$ cat src/rtl/ex_pkg.sv
// Shared constants for the execute stage: ALU operation codes and datapath widths.
package ex_pkg;

   localparam int DATA_W   = 32;
   localparam int MD_ITERS = 32;
   localparam int REG_W    = 5;

   typedef enum logic [3:0] {
      ALU_ADD   = 4'd0,
      ALU_SUB   = 4'd1,
      ALU_AND   = 4'd2,
      ALU_OR    = 4'd3,
      ALU_XOR   = 4'd4,
      ALU_NOR   = 4'd5,
      ALU_SLT   = 4'd6,
      ALU_SLL   = 4'd7,
      ALU_SRL   = 4'd8,
      ALU_SRA   = 4'd9,
      ALU_LUI   = 4'd10,
      ALU_MULTU = 4'd11,
      ALU_DIVU  = 4'd12,
      ALU_MFHI  = 4'd13,
      ALU_MFLO  = 4'd14
   } alu_op_e;

   function automatic logic is_muldiv(input logic [3:0] op);
      return (op == ALU_MULTU) || (op == ALU_DIVU);
   endfunction

   function automatic logic is_hilo_read(input logic [3:0] op);
      return (op == ALU_MFHI) || (op == ALU_MFLO);
   endfunction

endpackage

$ cat src/rtl/ex_stage_if.sv
// ID/EX inputs, write-back forwarding source and EX/MEM outputs of the execute stage.
interface ex_stage_if #(parameter int W = 32);

   logic          id_valid;
   logic          RegWrite_in;
   logic          MemtoReg_in;
   logic          MemRead_in;
   logic          MemWrite_in;
   logic [3:0]    alu_op;
   logic          alu_src;
   logic [W-1:0]  rs_data;
   logic [W-1:0]  rt_data;
   logic [W-1:0]  imm;
   logic [4:0]    shamt;
   logic [4:0]    rs;
   logic [4:0]    rt;
   logic [4:0]    write_register_in;
   logic          wb_RegWrite;
   logic [4:0]    wb_rd;
   logic [W-1:0]  wb_data;

   logic          stall;
   logic          md_busy;
   logic          ExRegWrite_out;
   logic          ExMemtoReg_out;
   logic          MemRead_out;
   logic          MemWrite_out;
   logic [W-1:0]  alu_result_out;
   logic [W-1:0]  write_data_out;
   logic [4:0]    write_reg_out;

   modport master (
      output id_valid, RegWrite_in, MemtoReg_in, MemRead_in, MemWrite_in, alu_op, alu_src,
             rs_data, rt_data, imm, shamt, rs, rt, write_register_in,
             wb_RegWrite, wb_rd, wb_data,
      input  stall, md_busy, ExRegWrite_out, ExMemtoReg_out, MemRead_out, MemWrite_out,
             alu_result_out, write_data_out, write_reg_out
   );

   modport slave (
      input  id_valid, RegWrite_in, MemtoReg_in, MemRead_in, MemWrite_in, alu_op, alu_src,
             rs_data, rt_data, imm, shamt, rs, rt, write_register_in,
             wb_RegWrite, wb_rd, wb_data,
      output stall, md_busy, ExRegWrite_out, ExMemtoReg_out, MemRead_out, MemWrite_out,
             alu_result_out, write_data_out, write_reg_out
   );

endinterface

$ cat src/rtl/muldiv_unit.sv
// Iterative unsigned multiply (shift-add) and divide (restoring) with HI/LO result registers.
module muldiv_unit #(
   parameter int W         = 32,
   parameter int MD_CYCLES = W
) (
   input  logic          clk,
   input  logic          rst_n,
   input  logic          start,
   input  logic          op,
   input  logic [W-1:0]  a,
   input  logic [W-1:0]  b,
   output logic          busy,
   output logic [W-1:0]  hi,
   output logic [W-1:0]  lo
);

   localparam int CW = $clog2(MD_CYCLES + 1);

   logic [CW-1:0]   cnt_r;
   logic            op_r;
   logic [W-1:0]    opnd_r;
   logic [2*W-1:0]  work_r;
   logic [2*W-1:0]  work_nxt_s;
   logic [W:0]      add_s;
   logic [W:0]      sub_s;
   logic [2*W:0]    shl_s;
   logic [W-1:0]    hi_r;
   logic [W-1:0]    lo_r;

   // One iteration: work_r holds {partial, multiplier} or {remainder, dividend/quotient}.
   always_comb begin
      add_s = {1'b0, work_r[2*W-1:W]} + (work_r[0] ? {1'b0, opnd_r} : {(W+1){1'b0}});
      shl_s = {work_r, 1'b0};
      sub_s = shl_s[2*W:W] - {1'b0, opnd_r};
      if (op_r == 1'b0) begin
         work_nxt_s = {add_s, work_r[W-1:1]};
      end else if (sub_s[W] == 1'b0) begin
         work_nxt_s = {sub_s[W-1:0], shl_s[W-1:1], 1'b1};
      end else begin
         work_nxt_s = shl_s[2*W-1:0];
      end
   end

   // Operand capture, iteration counter and HI/LO commit on the final iteration.
   always_ff @(posedge clk or negedge rst_n) begin
      if (!rst_n) begin
         cnt_r  <= {CW{1'b0}};
         op_r   <= 1'b0;
         opnd_r <= {W{1'b0}};
         work_r <= {(2*W){1'b0}};
         hi_r   <= {W{1'b0}};
         lo_r   <= {W{1'b0}};
      end else if (start && (cnt_r == {CW{1'b0}})) begin
         cnt_r  <= CW'(MD_CYCLES);
         op_r   <= op;
         opnd_r <= b;
         work_r <= {{W{1'b0}}, a};
      end else if (cnt_r != {CW{1'b0}}) begin
         cnt_r  <= cnt_r - CW'(1);
         work_r <= work_nxt_s;
         if (cnt_r == CW'(1)) begin
            hi_r <= work_nxt_s[2*W-1:W];
            lo_r <= work_nxt_s[W-1:0];
         end
      end
   end

   assign busy = (cnt_r != {CW{1'b0}});
   assign hi   = hi_r;
   assign lo   = lo_r;

endmodule

$ cat src/rtl/ex_stage.sv
// Execute stage: operand forwarding, ALU, multiply/divide hazard stall and the EX/MEM register.
module ex_stage
   import ex_pkg::*;
#(
   parameter int W         = ex_pkg::DATA_W,
   parameter int MD_CYCLES = ex_pkg::MD_ITERS
) (
   input logic        CLK,
   input logic        RST,
   ex_stage_if.slave  bus
);

   logic [W-1:0]  op_a_s;
   logic [W-1:0]  op_rt_s;
   logic [W-1:0]  op_b_s;
   logic [W-1:0]  alu_res_s;
   logic [W-1:0]  md_hi_s;
   logic [W-1:0]  md_lo_s;
   logic          ex_fwd_ok_s;
   logic          wb_fwd_ok_s;
   logic          is_md_s;
   logic          is_hilo_s;
   logic          md_busy_s;
   logic          md_start_s;
   logic          stall_s;

   logic          reg_write_r;
   logic          memto_reg_r;
   logic          mem_read_r;
   logic          mem_write_r;
   logic [W-1:0]  alu_result_r;
   logic [W-1:0]  write_data_r;
   logic [4:0]    write_reg_r;

   // A load in EX/MEM has no data yet, so it is never a forwarding source.
   assign ex_fwd_ok_s = reg_write_r & ~memto_reg_r & (write_reg_r != 5'd0);
   assign wb_fwd_ok_s = bus.wb_RegWrite & (bus.wb_rd != 5'd0);

   // Operand A forwarding, EX/MEM ahead of WB.
   always_comb begin
      if (ex_fwd_ok_s && (write_reg_r == bus.rs)) begin
         op_a_s = alu_result_r;
      end else if (wb_fwd_ok_s && (bus.wb_rd == bus.rs)) begin
         op_a_s = bus.wb_data;
      end else begin
         op_a_s = bus.rs_data;
      end
   end

   // rt forwarding, shared by operand B and store data.
   always_comb begin
      if (ex_fwd_ok_s && (write_reg_r == bus.rt)) begin
         op_rt_s = alu_result_r;
      end else if (wb_fwd_ok_s && (bus.wb_rd == bus.rt)) begin
         op_rt_s = bus.wb_data;
      end else begin
         op_rt_s = bus.rt_data;
      end
   end

   assign op_b_s = bus.alu_src ? bus.imm : op_rt_s;

   // ALU result selection.
   always_comb begin
      alu_res_s = {W{1'b0}};
      case (bus.alu_op)
         ALU_ADD:  alu_res_s = op_a_s + op_b_s;
         ALU_SUB:  alu_res_s = op_a_s - op_b_s;
         ALU_AND:  alu_res_s = op_a_s & op_b_s;
         ALU_OR:   alu_res_s = op_a_s | op_b_s;
         ALU_XOR:  alu_res_s = op_a_s ^ op_b_s;
         ALU_NOR:  alu_res_s = ~(op_a_s | op_b_s);
         ALU_SLT:  alu_res_s = {{(W-1){1'b0}}, ($signed(op_a_s) < $signed(op_b_s))};
         ALU_SLL:  alu_res_s = op_b_s << bus.shamt;
         ALU_SRL:  alu_res_s = op_b_s >> bus.shamt;
         ALU_SRA:  alu_res_s = $signed(op_b_s) >>> bus.shamt;
         ALU_LUI:  alu_res_s = {bus.imm[15:0], {(W-16){1'b0}}};
         ALU_MFHI: alu_res_s = md_hi_s;
         ALU_MFLO: alu_res_s = md_lo_s;
         default:  alu_res_s = {W{1'b0}};
      endcase
   end

   assign is_md_s    = is_muldiv(bus.alu_op);
   assign is_hilo_s  = is_hilo_read(bus.alu_op);
   assign stall_s    = bus.id_valid & md_busy_s & (is_md_s | is_hilo_s);
   assign md_start_s = bus.id_valid & ~md_busy_s & is_md_s;

   muldiv_unit #(.W(W), .MD_CYCLES(MD_CYCLES)) u_muldiv (
      .clk   (CLK),
      .rst_n (RST),
      .start (md_start_s),
      .op    (bus.alu_op == ALU_DIVU),
      .a     (op_a_s),
      .b     (op_rt_s),
      .busy  (md_busy_s),
      .hi    (md_hi_s),
      .lo    (md_lo_s)
   );

   // EX/MEM register; MULTU/DIVU retire into it as a bubble.
   always_ff @(posedge CLK or negedge RST) begin
      if (!RST) begin
         reg_write_r  <= 1'b0;
         memto_reg_r  <= 1'b0;
         mem_read_r   <= 1'b0;
         mem_write_r  <= 1'b0;
         alu_result_r <= {W{1'b0}};
         write_data_r <= {W{1'b0}};
         write_reg_r  <= 5'd0;
      end else if (!bus.id_valid || stall_s || is_md_s) begin
         reg_write_r  <= 1'b0;
         memto_reg_r  <= 1'b0;
         mem_read_r   <= 1'b0;
         mem_write_r  <= 1'b0;
         alu_result_r <= {W{1'b0}};
         write_data_r <= {W{1'b0}};
         write_reg_r  <= 5'd0;
      end else begin
         reg_write_r  <= bus.RegWrite_in;
         memto_reg_r  <= bus.MemtoReg_in;
         mem_read_r   <= bus.MemRead_in;
         mem_write_r  <= bus.MemWrite_in;
         alu_result_r <= alu_res_s;
         write_data_r <= op_rt_s;
         write_reg_r  <= bus.write_register_in;
      end
   end

   assign bus.stall          = stall_s;
   assign bus.md_busy        = md_busy_s;
   assign bus.ExRegWrite_out = reg_write_r;
   assign bus.ExMemtoReg_out = memto_reg_r;
   assign bus.MemRead_out    = mem_read_r;
   assign bus.MemWrite_out   = mem_write_r;
   assign bus.alu_result_out = alu_result_r;
   assign bus.write_data_out = write_data_r;
   assign bus.write_reg_out  = write_reg_r;

endmodule

$ cat src/flat_wrapper.sv
// flat-port wrapper written by rule: the top's interface ports become plain ports
module ex_stage_flat import ex_pkg::*;
#(
   parameter int W         = ex_pkg::DATA_W,
   parameter int MD_CYCLES = ex_pkg::MD_ITERS
)
  (CLK, RST, bus_id_valid, bus_RegWrite_in, bus_MemtoReg_in, bus_MemRead_in, bus_MemWrite_in, bus_alu_op, bus_alu_src, bus_rs_data, bus_rt_data, bus_imm, bus_shamt, bus_rs, bus_rt, bus_write_register_in, bus_wb_RegWrite, bus_wb_rd, bus_wb_data, bus_stall, bus_md_busy, bus_ExRegWrite_out, bus_ExMemtoReg_out, bus_MemRead_out, bus_MemWrite_out, bus_alu_result_out, bus_write_data_out, bus_write_reg_out);
  ex_stage_if #(.W(W)) bus_i ();
  input logic CLK;
  input logic RST;
  input wire logic [$bits(bus_i.id_valid)-1:0] bus_id_valid;
  input wire logic [$bits(bus_i.RegWrite_in)-1:0] bus_RegWrite_in;
  input wire logic [$bits(bus_i.MemtoReg_in)-1:0] bus_MemtoReg_in;
  input wire logic [$bits(bus_i.MemRead_in)-1:0] bus_MemRead_in;
  input wire logic [$bits(bus_i.MemWrite_in)-1:0] bus_MemWrite_in;
  input wire logic [$bits(bus_i.alu_op)-1:0] bus_alu_op;
  input wire logic [$bits(bus_i.alu_src)-1:0] bus_alu_src;
  input wire logic [$bits(bus_i.rs_data)-1:0] bus_rs_data;
  input wire logic [$bits(bus_i.rt_data)-1:0] bus_rt_data;
  input wire logic [$bits(bus_i.imm)-1:0] bus_imm;
  input wire logic [$bits(bus_i.shamt)-1:0] bus_shamt;
  input wire logic [$bits(bus_i.rs)-1:0] bus_rs;
  input wire logic [$bits(bus_i.rt)-1:0] bus_rt;
  input wire logic [$bits(bus_i.write_register_in)-1:0] bus_write_register_in;
  input wire logic [$bits(bus_i.wb_RegWrite)-1:0] bus_wb_RegWrite;
  input wire logic [$bits(bus_i.wb_rd)-1:0] bus_wb_rd;
  input wire logic [$bits(bus_i.wb_data)-1:0] bus_wb_data;
  output wire logic [$bits(bus_i.stall)-1:0] bus_stall;
  output wire logic [$bits(bus_i.md_busy)-1:0] bus_md_busy;
  output wire logic [$bits(bus_i.ExRegWrite_out)-1:0] bus_ExRegWrite_out;
  output wire logic [$bits(bus_i.ExMemtoReg_out)-1:0] bus_ExMemtoReg_out;
  output wire logic [$bits(bus_i.MemRead_out)-1:0] bus_MemRead_out;
  output wire logic [$bits(bus_i.MemWrite_out)-1:0] bus_MemWrite_out;
  output wire logic [$bits(bus_i.alu_result_out)-1:0] bus_alu_result_out;
  output wire logic [$bits(bus_i.write_data_out)-1:0] bus_write_data_out;
  output wire logic [$bits(bus_i.write_reg_out)-1:0] bus_write_reg_out;
  assign bus_i.id_valid = bus_id_valid;
  assign bus_i.RegWrite_in = bus_RegWrite_in;
  assign bus_i.MemtoReg_in = bus_MemtoReg_in;
  assign bus_i.MemRead_in = bus_MemRead_in;
  assign bus_i.MemWrite_in = bus_MemWrite_in;
  assign bus_i.alu_op = bus_alu_op;
  assign bus_i.alu_src = bus_alu_src;
  assign bus_i.rs_data = bus_rs_data;
  assign bus_i.rt_data = bus_rt_data;
  assign bus_i.imm = bus_imm;
  assign bus_i.shamt = bus_shamt;
  assign bus_i.rs = bus_rs;
  assign bus_i.rt = bus_rt;
  assign bus_i.write_register_in = bus_write_register_in;
  assign bus_i.wb_RegWrite = bus_wb_RegWrite;
  assign bus_i.wb_rd = bus_wb_rd;
  assign bus_i.wb_data = bus_wb_data;
  assign bus_stall = bus_i.stall;
  assign bus_md_busy = bus_i.md_busy;
  assign bus_ExRegWrite_out = bus_i.ExRegWrite_out;
  assign bus_ExMemtoReg_out = bus_i.ExMemtoReg_out;
  assign bus_MemRead_out = bus_i.MemRead_out;
  assign bus_MemWrite_out = bus_i.MemWrite_out;
  assign bus_alu_result_out = bus_i.alu_result_out;
  assign bus_write_data_out = bus_i.write_data_out;
  assign bus_write_reg_out = bus_i.write_reg_out;
  ex_stage #(.W(W), .MD_CYCLES(MD_CYCLES)) u_core (.CLK(CLK), .RST(RST), .bus(bus_i));
endmodule
$ cat config.mk
export PLATFORM = sky130hd
export DESIGN_NAME = ex_stage_flat
export DESIGN_NICKNAME = d
export VERILOG_FILES = /design/src/rtl/ex_pkg.sv /design/src/rtl/ex_stage_if.sv /design/src/rtl/muldiv_unit.sv /design/src/rtl/ex_stage.sv /design/src/flat_wrapper.sv
export SDC_FILE = /design/constraint.sdc
export NUM_CORES = 1
export LEC_CHECK = 0
export ABC_AREA = 1
export BUFFER_PORTS_ARGS = -buffer_cell sky130_fd_sc_hd__buf_2
export CAP_MARGIN = 5
export CORE_UTILIZATION = 25
export CTS_BUF_LIST = sky130_fd_sc_hd__clkbuf_4
export CTS_CLUSTER_SIZE = 8
export DETAILED_ROUTE_END_ITERATION = 10
export GPL_TIMING_DRIVEN = 1
export HOLD_SLACK_MARGIN = 0.1
export PLACE_DENSITY = 0.44
export SKIP_CTS_REPAIR_TIMING = 1
export SLEW_MARGIN = 20
export SYNTH_ARGS = -nofsm -noshare
export SYNTH_HDL_FRONTEND = slang
export SYNTH_SLANG_ARGS = --single-unit
$ cat constraint.sdc
create_clock -name CLK -period 8.7 [get_ports CLK]
set_clock_uncertainty 0.1 [all_clocks]
set_input_delay 0.87 -clock CLK [delete_from_list [all_inputs] [get_ports CLK]]
set_output_delay 0.87 -clock CLK [all_outputs]
set_load 0.03 [all_outputs]
* Yosys cells after proc, flatten, opt, wreduce, memory -nomap -nowiden
Cells that the tools add are included.
Storage, ports and cells: output and inout bits 75, bits in writable memories 0, memories kept 0, logic and storage cells 93, bits in registers 240, memory bits (read-only) 0, bits of input ports 166, bits in latches 0
Cells by class: shifts and indexed selects 3, $lt $le $gt $ge 1, equal/unequal tests 19, reduce and logical (&&, ||, !) cells 17, $add $sub $neg 5, bitwise gates (word level) 15, multiply operators 0, muxes and demuxes 20, divide/modulo/power cells 0
Operators by type and width (count):
- $pmux W32 S13 | 1
- $mux W32 | 8
- $mux W64 | 4
- $add A32 B33 Y33 | 1
- $sub A33 B32 Y33 | 1
- $add A32 B32 Y32 | 1
- $and A32 B32 Y32 | 1
- $lt A32 B32 Y1 | 1
- $not A32 Y32 | 1
- $or A32 B32 Y32 | 1
- $shl A32 B5 Y32 | 1
- $shr A32 B5 Y32 | 1
- $sshr A32 B5 Y32 | 1
- $sub A32 B32 Y32 | 1
- $xor A32 B32 Y32 | 1
- $eq A4 B4 Y1 const B | 7
- $eq A5 B5 Y1 | 4
- $eq A4 B3 Y1 const B | 4
- $mux W6 | 2
- $reduce_bool A5 Y1 | 2
- $eq A4 B2 Y1 const B | 2
- $and A1 B1 Y1 | 7
- $eq A6 B1 Y1 const B | 1
- $logic_not A6 Y1 | 1
- 13 further kinds | 25

* Longest topological paths before layout
word-level depth 10, mapped depth 34, depth with buffers taken out 33

* Cells and area by module
From an unflattened synthesis, not the netlist that was laid out.
Unflattened totals: cell total of the unflattened synthesis 4548, area, all modules 27313.7 um2
By module, submodules not included:
- ex_stage | seq. area each 1826.8 um2, cells each 2599, area each 14737.9 um2, times used 1
- muldiv_unit | seq. area each 4179.0 um2, cells each 1949, area each 12575.8 um2, times used 1

* Worst setup path before layout
Ideal clock, no wire load.
kind input to register, start point input bus_wb_rd[4], end point register u_core.alu_result_r[21], in the netlist u_core.bus.alu_result_out[21], setup time 0.113 ns, stages on the path 30, data required time 8.487 ns, arrival time 4.162 ns, slack 4.325 ns, path buffers 4, cell sequence nor2_1 > nand3_1 > nand2_1 > inv_2 > buf_6 > buf_4 > nand2_1 > inv_1 > buf_2 > o21a_1 > o21ai_0 > o21ai_0 > ha_1 > buf_2 > nor2_1 > nand2_1 > nor3_1 > a21oi_1 > o21ai_0 > inv_1 > o21bai_1 > nand2_1 > nand2_1 > nand2_1 > nand3_1 > nand3_1 > nor2_1 > nand3_1 > nand2_1 > inv_1
On the way: longest elaborated chain between the ends 10, elaborated cells on any way between the ends 22, those cells by class add/sub: 2; eq/ne: 2; shift: 3; mux: 7; bitwise: 5; reduce/logical: 3
RTL lines:
- from (decl) | line flat_wrapper.sv:26 | input wire logic [$bits(bus_i.wb_rd)-1:0] bus_wb_rd;
- branches (longest 8 deep; another with $sub A32 B32 Y32)
- $pmux W32 S13 (*) | line ex_stage.sv:66 | case (bus.alu_op)
- $mux W32 (*) | line ex_stage.sv:111 | end else if (!bus.id_valid || stall_s || is_md_s) begin
- to (signal assigned) | line ex_stage.sv:108 | alu_result_r <= {W{1'b0}};
- to (signal assigned) | line ex_stage.sv:116 | alu_result_r <= {W{1'b0}};
- to (signal assigned) | line ex_stage.sv:124 | alu_result_r <= alu_res_s;
- to (decl) | line ex_stage.sv:31 | logic [W-1:0] alu_result_r;
Mark *: on every way between the ends. A chain may end at the register's enable or synchronous reset.

* Final worst setup path
start point register u_core.write_reg_r[0], in the netlist u_core.bus.write_reg_out[0], end point register u_core.alu_result_r[21], in the netlist u_core.bus.alu_result_out[21]
On the way: longest elaborated chain between the ends 9, elaborated cells on any way between the ends 20, those cells by class add/sub: 2; eq/ne: 2; shift: 3; mux: 5; bitwise: 5; reduce/logical: 3
RTL lines:
- from (decl) | line ex_stage.sv:33 | logic [4:0] write_reg_r;
- from (signal assigned) | line ex_stage.sv:126 | write_reg_r <= bus.write_register_in;
- branches (longest 7 deep; another with $sub A32 B32 Y32)
- $pmux W32 S13 (*) | line ex_stage.sv:66
- $mux W32 (*) | line ex_stage.sv:111
Marks and branches as above.

==> run_results.csv <==
group,metric,value,unit
placement,numPortBuffers,240,
placement,gp_congestion,1.01,
critical_path,cp-endpoint,"u_core.bus.alu_result_out[21]",
floorplan,start_util,0.252,
cts,clock_path_buffers,3,
cts,cts_root_buf,"clkbuf_4",
grt,grt_overflow,0,
yosys,synth_seq_area_share,0.231,
cts,cts_tree,"yes",
critical_path,crit_start,"u_core.bus.write_reg_out[0]",
yosys,syn_area_per_cell,6.58,um2
sta,fmax,0.159,GHz
drt,drtAntennaViolNets,0,
placement,placed_cell_area,0.0284,mm2
yosys,ys_types,66,
yosys,synth-simple-area-share,0.341,
critical_path,cp.required,9.38,ns
drt,wl_per_cell,26.2,um
sta,fin_crit,6.27,ns
cts,clk_pin_slew,0.06,ns
floorplan,core_area,0.103,mm2
floorplan,dieWidth,325,um
critical_path,end_kind,"flip-flop",
cells_and_area,area_growth,12.7,%
sta,rsz0062_at_grt,"no",
pwr,ir_worst_vdd,0.181,mV
min_path,hold_class,"input pin to flip-flop",
critical_path,cp_max_fo,33,
grt,grt_antenna_before_repair,12,
yosys,ys.flop_type,"dfrtp_1",
drt,first_iter_violations,3533,
cells_and_area,nets,4479,
yosys,synth-async-reset-ratio,1.00,
yosys,synth-xor-area-share,0.0232,
yosys,syn_area,0.0260,mm2
critical_path,reg2reg_slack,2.43,ns
yosys,synth_fa_ha_area_frac,0.0881,
yosys,synth_seq_cells,240,
cells_and_area,mostFrequentLayoutCells,"897 x nand2_1, 479 x inv_1, 447 x nand3_1",
sta,hold_violations,0,
grt,grt_use_total,0.267,
drt,via_count,29500,
sta,maxSlewViolCount,0,
cells_and_area,fin_area,0.0294,mm2
cts,cts_buffers,77,
placement,detailedPlacementHpwl,116000,um
critical_path,r2r_end,"u_core.bus.alu_result_out[21]",
min_path,hold_start,"bus_write_register_in[0]",
critical_path,r2r_start,"u_core.bus.write_reg_out[0]",
sta,tightest_slew,1.18,ns
yosys,ys_warn_count,0,
drt,vias_per_cell,5.31,
yosys,synthCells,3957,
pwr,power.density,247,mW/mm2
run_status,outcome,"complete, no violations",
grt,grt_first_pass_wirelength,205000,um
run,drv_cap,0,
cells_and_area,fill_cells,11800,
critical_path,rr_worst_depth,22,
sta,totalNegativeSetupSlack,0,ns
yosys,synth-edff-count,0,
critical_path,path_class,"flip-flop to flip-flop",
yosys,synth_top_family_by_area,"simple AND/OR/NAND/NOR gates",
yosys,synth_compound_area_frac,0.196,
floorplan,dieArea,0.105,mm2
sta,setup_violations,0,
cells_and_area,layout_commonest_cell,"nand2_1",
sta,min_period_over_period,0.721,
grt,grt_max_degree,111,
floorplan,rows,118,
sta,relSlewSlack,0.211,
cts,cts.sink_count,240,
floorplan,die_y,325,um
critical_path,start_kind,"flip-flop",
cells_and_area,drive_gt1_frac,0.147,
yosys,synth_mux_area_frac,0.0108,
critical_path,crit_arrival,6.95,ns
drt,drc,0,
cts,h-tree-depth,3,
drt,firstDrtPassIters,8,
drt,routed_wl,146000,um
cts,insertion_delay,0.88,ns
pwr,p_leak,0.0148,uW
grt,grt_pass1_vias,28200,
floorplan,io_pins,241,
yosys,postSynthNetCount,4304,
-- power by group --
part | switching [uW] | leakage, uW | internal (uW) | total, uW
Combinational | 2830 | 0.0112 | 1330 | 4150
Clock | 600 | 0.000544 | 593 | 1190
Sequential | 394 | 0.00307 | 1500 | 1890
-- critical path, stage by stage, from the launching register on --
cell and delay [ns]:
dfrtp_1 0.49, xnor2_1 0.21, nand2_1 0.09, nor2_2 0.15, nand3b_4 0.54, inv_2 0.88, nand2_1 0.20, nand3_2 0.26
nand2_1 0.14, ha_1 0.56, nand2_1 0.16, o2111ai_1 0.66, a21boi_0 0.29, o21ai_0 0.52, nand2_1 0.15, nand2_1 0.09
nand2_1 0.05, nand3_1 0.07, nand3_1 0.17, nor2_1 0.16, nand3_1 0.08, nand2_1 0.07, inv_1 0.04
-- cell type report --
cell class / instances / area, um2 / area share
Antenna cell: 6 / 15.0 / 0.000512
Clock buffer: 107 / 803 / 0.0274
Clock inverter: 16 / 113 / 0.00384
Inverter: 492 / 1850 / 0.0629
Multi-Input combinational cell: 3028 / 17200 / 0.587
Sequential cell: 240 / 6010 / 0.205
Tap cell: 1380 / 1730 / 0.0588
Timing Repair Buffer: 293 / 1620 / 0.0552
-- cells by family (layout without fill, tap and decap cells) --
group | count (synthesis) | count (layout)
buffers and inverters | 689 | 908
AND/OR/NAND/NOR | 1890 | 1890
AO/OA/AOI/OAI | 860 | 860
flip-flops | 240 | 240
other | 0 | 6
multiplexers | 28 | 28
adder cells (fa/ha/maj) | 181 | 181
XOR/XNOR | 69 | 69
-- worst min-delay path by stage --
| stage | endpoint | slack [ns] | cells after the start |
|---|---|---|---|
| 6_report | u_core.bus.write_reg_out[0] | 0.10 | 3 |
| 5_1_grt | u_core.bus.write_reg_out[0] | 0.1 | 3 |
| 4_1_cts | u_core.u_muldiv.work_r[56] | -0.10 | 1 |
| 3_5_place_dp | u_core.u_muldiv.lo[12] | 0.37 | 2 |
| 3_3_place_gp | u_core.u_muldiv.lo[29] | 0.37 | 2 |
| 2_1_floorplan | u_core.u_muldiv.hi[2] | 0.35 | 2 |
-- registers in the layout, indices dropped and copies added, names as in the netlist --
name                       flops
u_core.u_muldiv.work_r        64
u_core.bus.alu_result_out     32
u_core.bus.write_data_out     32
u_core.u_muldiv.hi            32
u_core.u_muldiv.lo            32
u_core.u_muldiv.opnd_r        32
u_core.u_muldiv.cnt_r          6
u_core.bus.write_reg_out       5
u_core.bus.ExMemtoReg_out      1
u_core.bus.ExRegWrite_out      1
u_core.bus.MemRead_out         1
u_core.bus.MemWrite_out        1
u_core.u_muldiv.op_r           1
-- stage by stage --
stage / hold slack [ns] / power, uW / setup slack (ns) / utilization / std cells
after floorplan: 0.349 / 4560 / 4.33 / - / 3957
after global placement: 0.369 / 5970 / 2.20 / 0.274 / 5429
after detailed placement: 0.374 / 5960 / 2.20 / 0.275 / 5429
after CTS: -0.101 / 7190 / 2.66 / 0.283 / 5552
after global routing: 0.0958 / 7790 / 2.18 / 0.284 / 5561
final: 0.105 / 7240 / 2.43 / 0.284 / 5562
-- per-layer routing --
layer / GRT usage / part of all wire
met4: 0.0903 / 0.035
met2: 0.397 / 0.42
met3: 0.0393 / 0.077
met5: 0 / 0.00016
met1: 0.391 / 0.47
-- synth_stat cells (41+ instances only) --
cell | count | area (um2)
a21oi_1 | 213 | 1070
nand4_1 | 43 | 269
buf_2 | 57 | 285
o21ai_0 | 337 | 1690
o21a_1 | 41 | 308
xor2_1 | 45 | 394
nand3_1 | 449 | 2250
ha_1 | 177 | 2210
nand2_1 | 899 | 3370
nand3_2 | 114 | 1140
dfrtp_1 | 240 | 6010
nor2_1 | 273 | 1020
clkbuf_1 | 86 | 323
inv_1 | 482 | 1810
(Power assumes the default switching activity.)
